### src/rtl/player_select_if.sv
// Handshake bundle between the game controller and one human player front end.
// The controller opens the window and reads back the chosen code.
interface player_select_if;
   logic       en;
   logic       sel;
   logic       conf;
   logic [1:0] choice;
   logic       locked;
   logic       locked_pulse;

   modport master (
      output en,
      output sel,
      output conf,
      input  choice,
      input  locked,
      input  locked_pulse
   );

   modport slave (
      input  en,
      input  sel,
      input  conf,
      output choice,
      output locked,
      output locked_pulse
   );
endinterface

### src/rtl/player_select.sv
// Human player front end: synchronises and debounces sel/conf, cycles a choice code
// on sel presses and locks it on a conf press while the selection window is open.
module player_select #(
   parameter int unsigned DEBOUNCE_CYCLES = 1000000,
   parameter int unsigned NUM_CHOICES     = 3
) (
   input logic            clk,
   input logic            rst,
   player_select_if.slave bus
);

   localparam int unsigned      CNT_W       = $clog2(DEBOUNCE_CYCLES);
   localparam logic [CNT_W-1:0] CNT_LAST    = CNT_W'(DEBOUNCE_CYCLES - 1);
   localparam logic [1:0]       CHOICE_LAST = 2'(NUM_CHOICES - 1);

   typedef enum logic [1:0] {
      StIdle,
      StSelect,
      StLocked
   } state_e;

   // Button vectors: bit 0 is sel, bit 1 is conf.
   logic [1:0]       raw;
   logic [1:0]       sync1_q;
   logic [1:0]       sync2_q;
   logic [1:0]       db_q;
   logic [1:0]       db_d;
   logic [1:0]       db_prev_q;
   logic [1:0]       press_q;
   logic [CNT_W-1:0] cnt_q [2];
   logic [CNT_W-1:0] cnt_d [2];

   logic             sel_press;
   logic             conf_press;

   state_e           state_q;
   state_e           state_d;
   logic [1:0]       choice_q;
   logic [1:0]       choice_d;
   logic             pulse_q;
   logic             pulse_d;

   assign raw        = {bus.conf, bus.sel};
   assign sel_press  = press_q[0];
   assign conf_press = press_q[1];

   always_ff @(posedge clk or posedge rst) begin
      if (rst) begin
         sync1_q   <= '0;
         sync2_q   <= '0;
         db_q      <= '0;
         db_prev_q <= '0;
         press_q   <= '0;
         cnt_q[0]  <= '0;
         cnt_q[1]  <= '0;
      end else begin
         sync1_q   <= raw;
         sync2_q   <= sync1_q;
         db_q      <= db_d;
         db_prev_q <= db_q;
         press_q   <= db_q & ~db_prev_q;
         cnt_q[0]  <= cnt_d[0];
         cnt_q[1]  <= cnt_d[1];
      end
   end

   // The counter only runs while the synced level disagrees with the debounced one,
   // so any return to the debounced level restarts the qualification window.
   always_comb begin
      db_d = db_q;
      for (int b = 0; b < 2; b++) begin
         cnt_d[b] = '0;
         if (sync2_q[b] != db_q[b]) begin
            if (cnt_q[b] == CNT_LAST) begin
               db_d[b] = sync2_q[b];
            end else begin
               cnt_d[b] = cnt_q[b] + CNT_W'(1);
            end
         end
      end
   end

   always_ff @(posedge clk or posedge rst) begin
      if (rst) begin
         state_q  <= StIdle;
         choice_q <= '0;
         pulse_q  <= 1'b0;
      end else begin
         state_q  <= state_d;
         choice_q <= choice_d;
         pulse_q  <= pulse_d;
      end
   end

   // A closed window overrides any press; conf beats sel when both arrive together.
   always_comb begin
      state_d  = state_q;
      choice_d = choice_q;
      pulse_d  = 1'b0;
      if (!bus.en) begin
         state_d = StIdle;
      end else begin
         unique case (state_q)
            StIdle: begin
               state_d  = StSelect;
               choice_d = '0;
            end
            StSelect: begin
               if (conf_press) begin
                  state_d = StLocked;
                  pulse_d = 1'b1;
               end else if (sel_press) begin
                  choice_d = (choice_q == CHOICE_LAST) ? 2'd0 : choice_q + 2'd1;
               end
            end
            StLocked: begin
               state_d = StLocked;
            end
            default: begin
               state_d = StIdle;
            end
         endcase
      end
   end

   assign bus.choice       = choice_q;
   assign bus.locked       = (state_q == StLocked);
   assign bus.locked_pulse = pulse_q;

endmodule

### src/flat_wrapper.sv
// flat-port wrapper written by rule: the top's interface ports become plain ports
module player_select_flat 
#(
   parameter int unsigned DEBOUNCE_CYCLES = 1000000,
   parameter int unsigned NUM_CHOICES     = 3
)
  (clk, rst, bus_en, bus_sel, bus_conf, bus_choice, bus_locked, bus_locked_pulse);
  player_select_if bus_i ();
  input logic clk;
  input logic rst;
  input wire logic [$bits(bus_i.en)-1:0] bus_en;
  input wire logic [$bits(bus_i.sel)-1:0] bus_sel;
  input wire logic [$bits(bus_i.conf)-1:0] bus_conf;
  output wire logic [$bits(bus_i.choice)-1:0] bus_choice;
  output wire logic [$bits(bus_i.locked)-1:0] bus_locked;
  output wire logic [$bits(bus_i.locked_pulse)-1:0] bus_locked_pulse;
  assign bus_i.en = bus_en;
  assign bus_i.sel = bus_sel;
  assign bus_i.conf = bus_conf;
  assign bus_choice = bus_i.choice;
  assign bus_locked = bus_i.locked;
  assign bus_locked_pulse = bus_i.locked_pulse;
  player_select #(.DEBOUNCE_CYCLES(DEBOUNCE_CYCLES), .NUM_CHOICES(NUM_CHOICES)) u_core (.clk(clk), .rst(rst), .bus(bus_i));
endmodule
### config.mk
export PLATFORM = sky130hd
export DESIGN_NAME = player_select_flat
export DESIGN_NICKNAME = d
export VERILOG_FILES = /design/src/rtl/player_select_if.sv /design/src/rtl/player_select.sv /design/src/flat_wrapper.sv
export SDC_FILE = /design/constraint.sdc
export NUM_CORES = 1
export LEC_CHECK = 0
export CAP_MARGIN = 10
export CORE_MARGIN = 5
export CORE_UTILIZATION = 45
export CTS_BUF_LIST = sky130_fd_sc_hd__clkbuf_16
export CTS_CLUSTER_DIAMETER = 50
export CTS_CLUSTER_SIZE = 14
export DETAILED_ROUTE_END_ITERATION = 8
export GPL_TIMING_DRIVEN = 0
export PLACE_DENSITY = 0.65
export SYNTH_ARGS = -nofsm -noshare
export SYNTH_HDL_FRONTEND = slang
export SYNTH_SLANG_ARGS = --single-unit
### constraint.sdc
create_clock -name clk -period 2.7 [get_ports clk]
set_input_delay 0.54 -clock clk [delete_from_list [all_inputs] [get_ports clk]]
set_output_delay 0.54 -clock clk [all_outputs]
set_load 0.01 [all_outputs]
-- Word-level counts from Yosys, hierarchy flattened
Index checks and enable logic that the tools add are counted.
- register bits after elaboration: 55
- input port bits: 5
- output and inout port bits: 4
- logic and storage cells: 45
- add/subtract/negate cells: 3
- eq/ne operators: 10
- mux-type cells: 14
- bitwise operators: 2
- reductions and logical operators: 5
- operators with widths (kind ; count):
    two-way mux 20 bit ; 4
    adder 20 x 1 -> 20 bit (second input constant) ; 2
    equality test 20 bit (second input constant) ; 2
    two-way mux 2 bit ; 5
    one-hot mux 2 bit (3 select lines) ; 1
    equality test 2 bit (second input constant) ; 2
    one-hot mux 2 bit (2 select lines) ; 1
    AND reduction 2 bit ; 2
    AND reduction 4 bit ; 1
    two-way mux 1 bit ; 3
    != test 3 x 2 -> 1 bit (second input constant) ; 1
    adder 2 x 1 -> 2 bit (second input constant) ; 1
    AND 2 bit ; 1
    equality test 2 x 1 -> 1 bit (second input constant) ; 1
    zero test 2 bit ; 1
    != test 1 bit ; 2
    != test 2 x 1 -> 1 bit (second input constant) ; 1
    != test 2 bit (second input constant) ; 1
    inverter 2 bit ; 1
    nonzero test 2 bit ; 1

-- Logic depth before layout (Yosys ltp)
- word-level depth: 5
- gate-level depth with buffers: 6
- depth with buffers taken out: 6

-- Worst setup path before layout
Ideal clock, no wire load.
- kind: reg2reg
- start point: register u_core.cnt_q[32] (netlist name)
- end point: register u_core.db_q[0]
- library setup time: 0.125 ns
- arrival time: 1.857 ns
- required time: 2.575 ns
- setup slack: 0.718 ns
- stages on the path, launching flop included: 5
- path buffers: 0
- period minus slack after synthesis: 1.982 ns
- cell sequence: dfrtp_1 -> or4_1 -> or4_1 -> nor2_1 -> mux2_2
- word-level cells in the longest chain between the ends: 2
- ends and longest elaborated chain (what ; line ; RTL):
    from (decl) ; player_select.sv:30 ; logic [CNT_W-1:0] cnt_q [2];
    equality test 20 bit ; player_select.sv:74 ; if (cnt_q[b] == CNT_LAST) begin
    AND reduction 2 bit (no source line) ; -- ;
    to (signal assigned) ; player_select.sv:51 ; db_q <= '0;
    to (signal assigned) ; player_select.sv:59 ; db_q <= db_d;
    to (decl) ; player_select.sv:26 ; logic [1:0] db_q;
Every way passes these cells.
A chain may end at the register's enable or synchronous reset.

==> out/results.ini <==
[run_status]
status = finished, final reports clean

[worst_setup_path]
startpoint_type = register
worstSetupPathType = reg2reg
cp_common_cell = or4_1
cpMaxStageDelayCell = or4_1
slowest_delay_ns = 0.55
endpoint_kind = register
crit_path_cell_trace = or4_1 -> or4_1 -> o21ai_1 -> buf_2 -> nor2_1
critPathMaxFanout = 10
required_ns = 2.87
arrival_ns = 2.28

[cts]
clk_pin_slew_worst_paths_ns = 0.06
clockRootBuffer = clkbuf_16
cts_buffers = 5
post_cts_buffers = 0
clockBufferDepth = 2
ctsResizeCount = 0
holdBufCountCts = 0
cts_tree = yes
clk_latency_ns = 0.29
cts_sinks = 55
htreeDepth = 2

[power_and_ir_drop]
ir_drop_mv = 0.3030
power_density_mw_per_mm2 = 556.4
p_leak_nw = 1.213

[timing]
fin_crit_ns = 2.103
worstMarginPinSlew_ns = 0.4509
hold_slack_ns = 0.3534
min_period_over_period_pct = 77.91
fmax_ghz = 0.4754
maxSlewViolCount = 0
slew-limit-headroom_pct = 69.94
hold_violations = 0
setup_violations = 0
skew_ns = 0.005595
rsz0062_at_grt = no

[die]
core_mm2 = 0.005507
io_pins = 9
dieHeight_um = 85.35
die_area_mm2 = 0.007285
core.rowCount = 27
start_util_pct = 46.40
fp.dieW_um = 85.35

[logic_synthesis]
netlist_top_cells_area = dfrtp_1, nor2_1, xor2_1
async_flop_share_pct = 100.0
synth_edf_count = 0
synth_largest_area_cell = dfrtp_1
synth_common_cells = dfrtp_1, nor2_1, nand2_1, xor2_1, nand3_1
yosysMostFrequentCell = dfrtp_1
synth.avg_cell_area_um2 = 10.26
synth.cell_area_mm2 = 0.002555
seq_area_frac_synth_pct = 53.87
synth_cells = 249
ys_types = 31
ys.flop_type = dfrtp_1
netlist.area_leader.share_pct = 53.87
ys_seq_elements = 55
syn_nets = 259
yosysWarnings = 0

[final_layout]
area_delta_synth_final_pct = 12.78
nets = 275
diodes = 0
drive_above_1_share_pct = 7.143
fin_cells = 338

[detailed_routing]
route.detailed.drc = 0
drtIter0Drc = 97
avgViaCountPerCell = 5.355
vias = 1810
antenna_left = 0
routed_wl_um = 4394
drtPass1Iterations = 4
wl_per_cell_um = 13.00

[global_routing]
grt_pass1_vias = 1673
grt_pass1_wl_um = 7935
grtUsageTotal_pct = 13.45
antenna_found_initial = 0
use_met3_pct = 3.301
grt_overflow = 0
grt_use_met2_pct = 18.93
grt_use_met1_pct = 19.79
grt_start_max_net_pins = 38
busiest_layer = met1

[placement]
io_buffers = 8
routabilityCongestion = 0.8003
dp_cells = 330
post-dp-hpwl_um = 3006

[flow_run]
maxCapViolCount = 0

[worst_hold_path]
hp-class = reg2reg

## state kept, by name, indices dropped and copies added, names as in the netlist, 2 cells and up
register           cells
u_core.cnt_q          40
u_core.bus.choice      2
u_core.db_prev_q       2
u_core.db_q            2
u_core.press_q         2
u_core.state_q         2
u_core.sync1_q         2
u_core.sync2_q         2
## worst max-delay path: cells and delay by family, from the launching register on
kind | cells | cell delay, ns
AOI/OAI and AO/OA | 1 | 0.15
buffers and inverters | 1 | 0.25
DFF | 1 | 0.43
and+or+nand+nor | 3 | 1.15
## kinds of logic after synthesis
| group | Yosys count | synth area share [%] |
|---|---|---|
| multiplexers | 4 | 1.665 |
| AO/OA/AOI/OAI | 29 | 6.318 |
| AND/OR/NAND/NOR | 116 | 24.58 |
| flip-flops | 55 | 53.87 |
| adder cells (fa/ha/maj) | 5 | 2.449 |
| XOR/XNOR | 26 | 8.913 |
| buffers and inverters | 14 | 2.204 |
## routing by layer
layer	share of wire, %	routed length, um
met5	0	0
met4	1.5	65
met3	2.9	129
met2	43	1880
met1	53	2319
## power breakdown
group          leakage (nW)  switching, mW  internal, mW  total [mW]
Combinational         0.390         0.0752        0.0594       0.135
Sequential            0.753         0.0185         0.844       0.863
Clock                0.0701          0.272         0.334       0.606
Total                  1.21          0.365          1.24        1.60
## path summary, 6_finish.rpt
path | start | end | slack [ns] | cells past startpoint
worst min-delay path | u_core.sync1_q[1] | u_core.sync2_q[1] | 0.35 | 0
worst min register to register | u_core.sync1_q[1] | u_core.sync2_q[1] | 0.35 | 0
min in group asynchronous | rst | u_core.state_q[1] | 0.56 | 2
max in group asynchronous | rst | u_core.cnt_q[27] | 1.60 | 3
worst max register to register | u_core.cnt_q[32] | u_core.cnt_q[28] | 0.60 | 5
worst max-delay path | u_core.cnt_q[32] | u_core.cnt_q[28] | 0.60 | 5
## layout make-up
| cell class | instances | area, um2 |
|---|---|---|
| clock inverters | 3 | 11.26 |
| repair buffers | 9 | 100.1 |
| well taps | 72 | 90.09 |
| plain buffers | 6 | 26.28 |
| clock buffers | 5 | 125.1 |
| flip-flops and latches | 55 | 1376 |
| inverters | 8 | 30.03 |
| multi-input cells | 180 | 1122 |
| fillers | 496 | 2625 |
## metrics by stage
stage | power (mW) | instance area (um2) | util [%] | setup WS, ns | setup TNS (ns)
after global placement | 1.006 | 2725 | 49.49 | -0.2407 | -13.09
after global routing | 1.697 | 2882 | 52.33 | 0.3921 | 0
after detailed placement | 1.016 | 2745 | 49.85 | 0.6034 | 0
after floorplan | 0.9723 | 2555 | - | 0.7183 | 0
after CTS | 1.628 | 2882 | 52.33 | 0.5951 | 0
final | 1.603 | 2882 | 52.33 | 0.5966 | 0
## cell usage in the layout (no fill, tap or decap), types with 2 or more instances in the layout
cell type        Yosys  layout
clkbuf_16            0       5
mux2_2               2       2
clkdlybuf4s50_1      0       8
a21oi_1             12      12
or3_2                4       4
nor2b_1              7       7
or3_1                5       5
xnor2_1             12      12
and3_1               7       7
clkbuf_1             3       3
buf_2                3       3
clkinv_1             0       2
ha_1                 5       5
nor4_1               4       4
xor2_1              14      14
nand2_1             14      14
o21ai_0             10      10
nand4_1             10      10
inv_1                8       8
mux2i_1              2       2
nor3_1               3       3
and4_1               3       3
or4_1                7       7
dfrtp_1             55      55
nand3_1             13      13
o31ai_1              5       5
nor2_1              34      34
(Power assumes the default switching activity.)
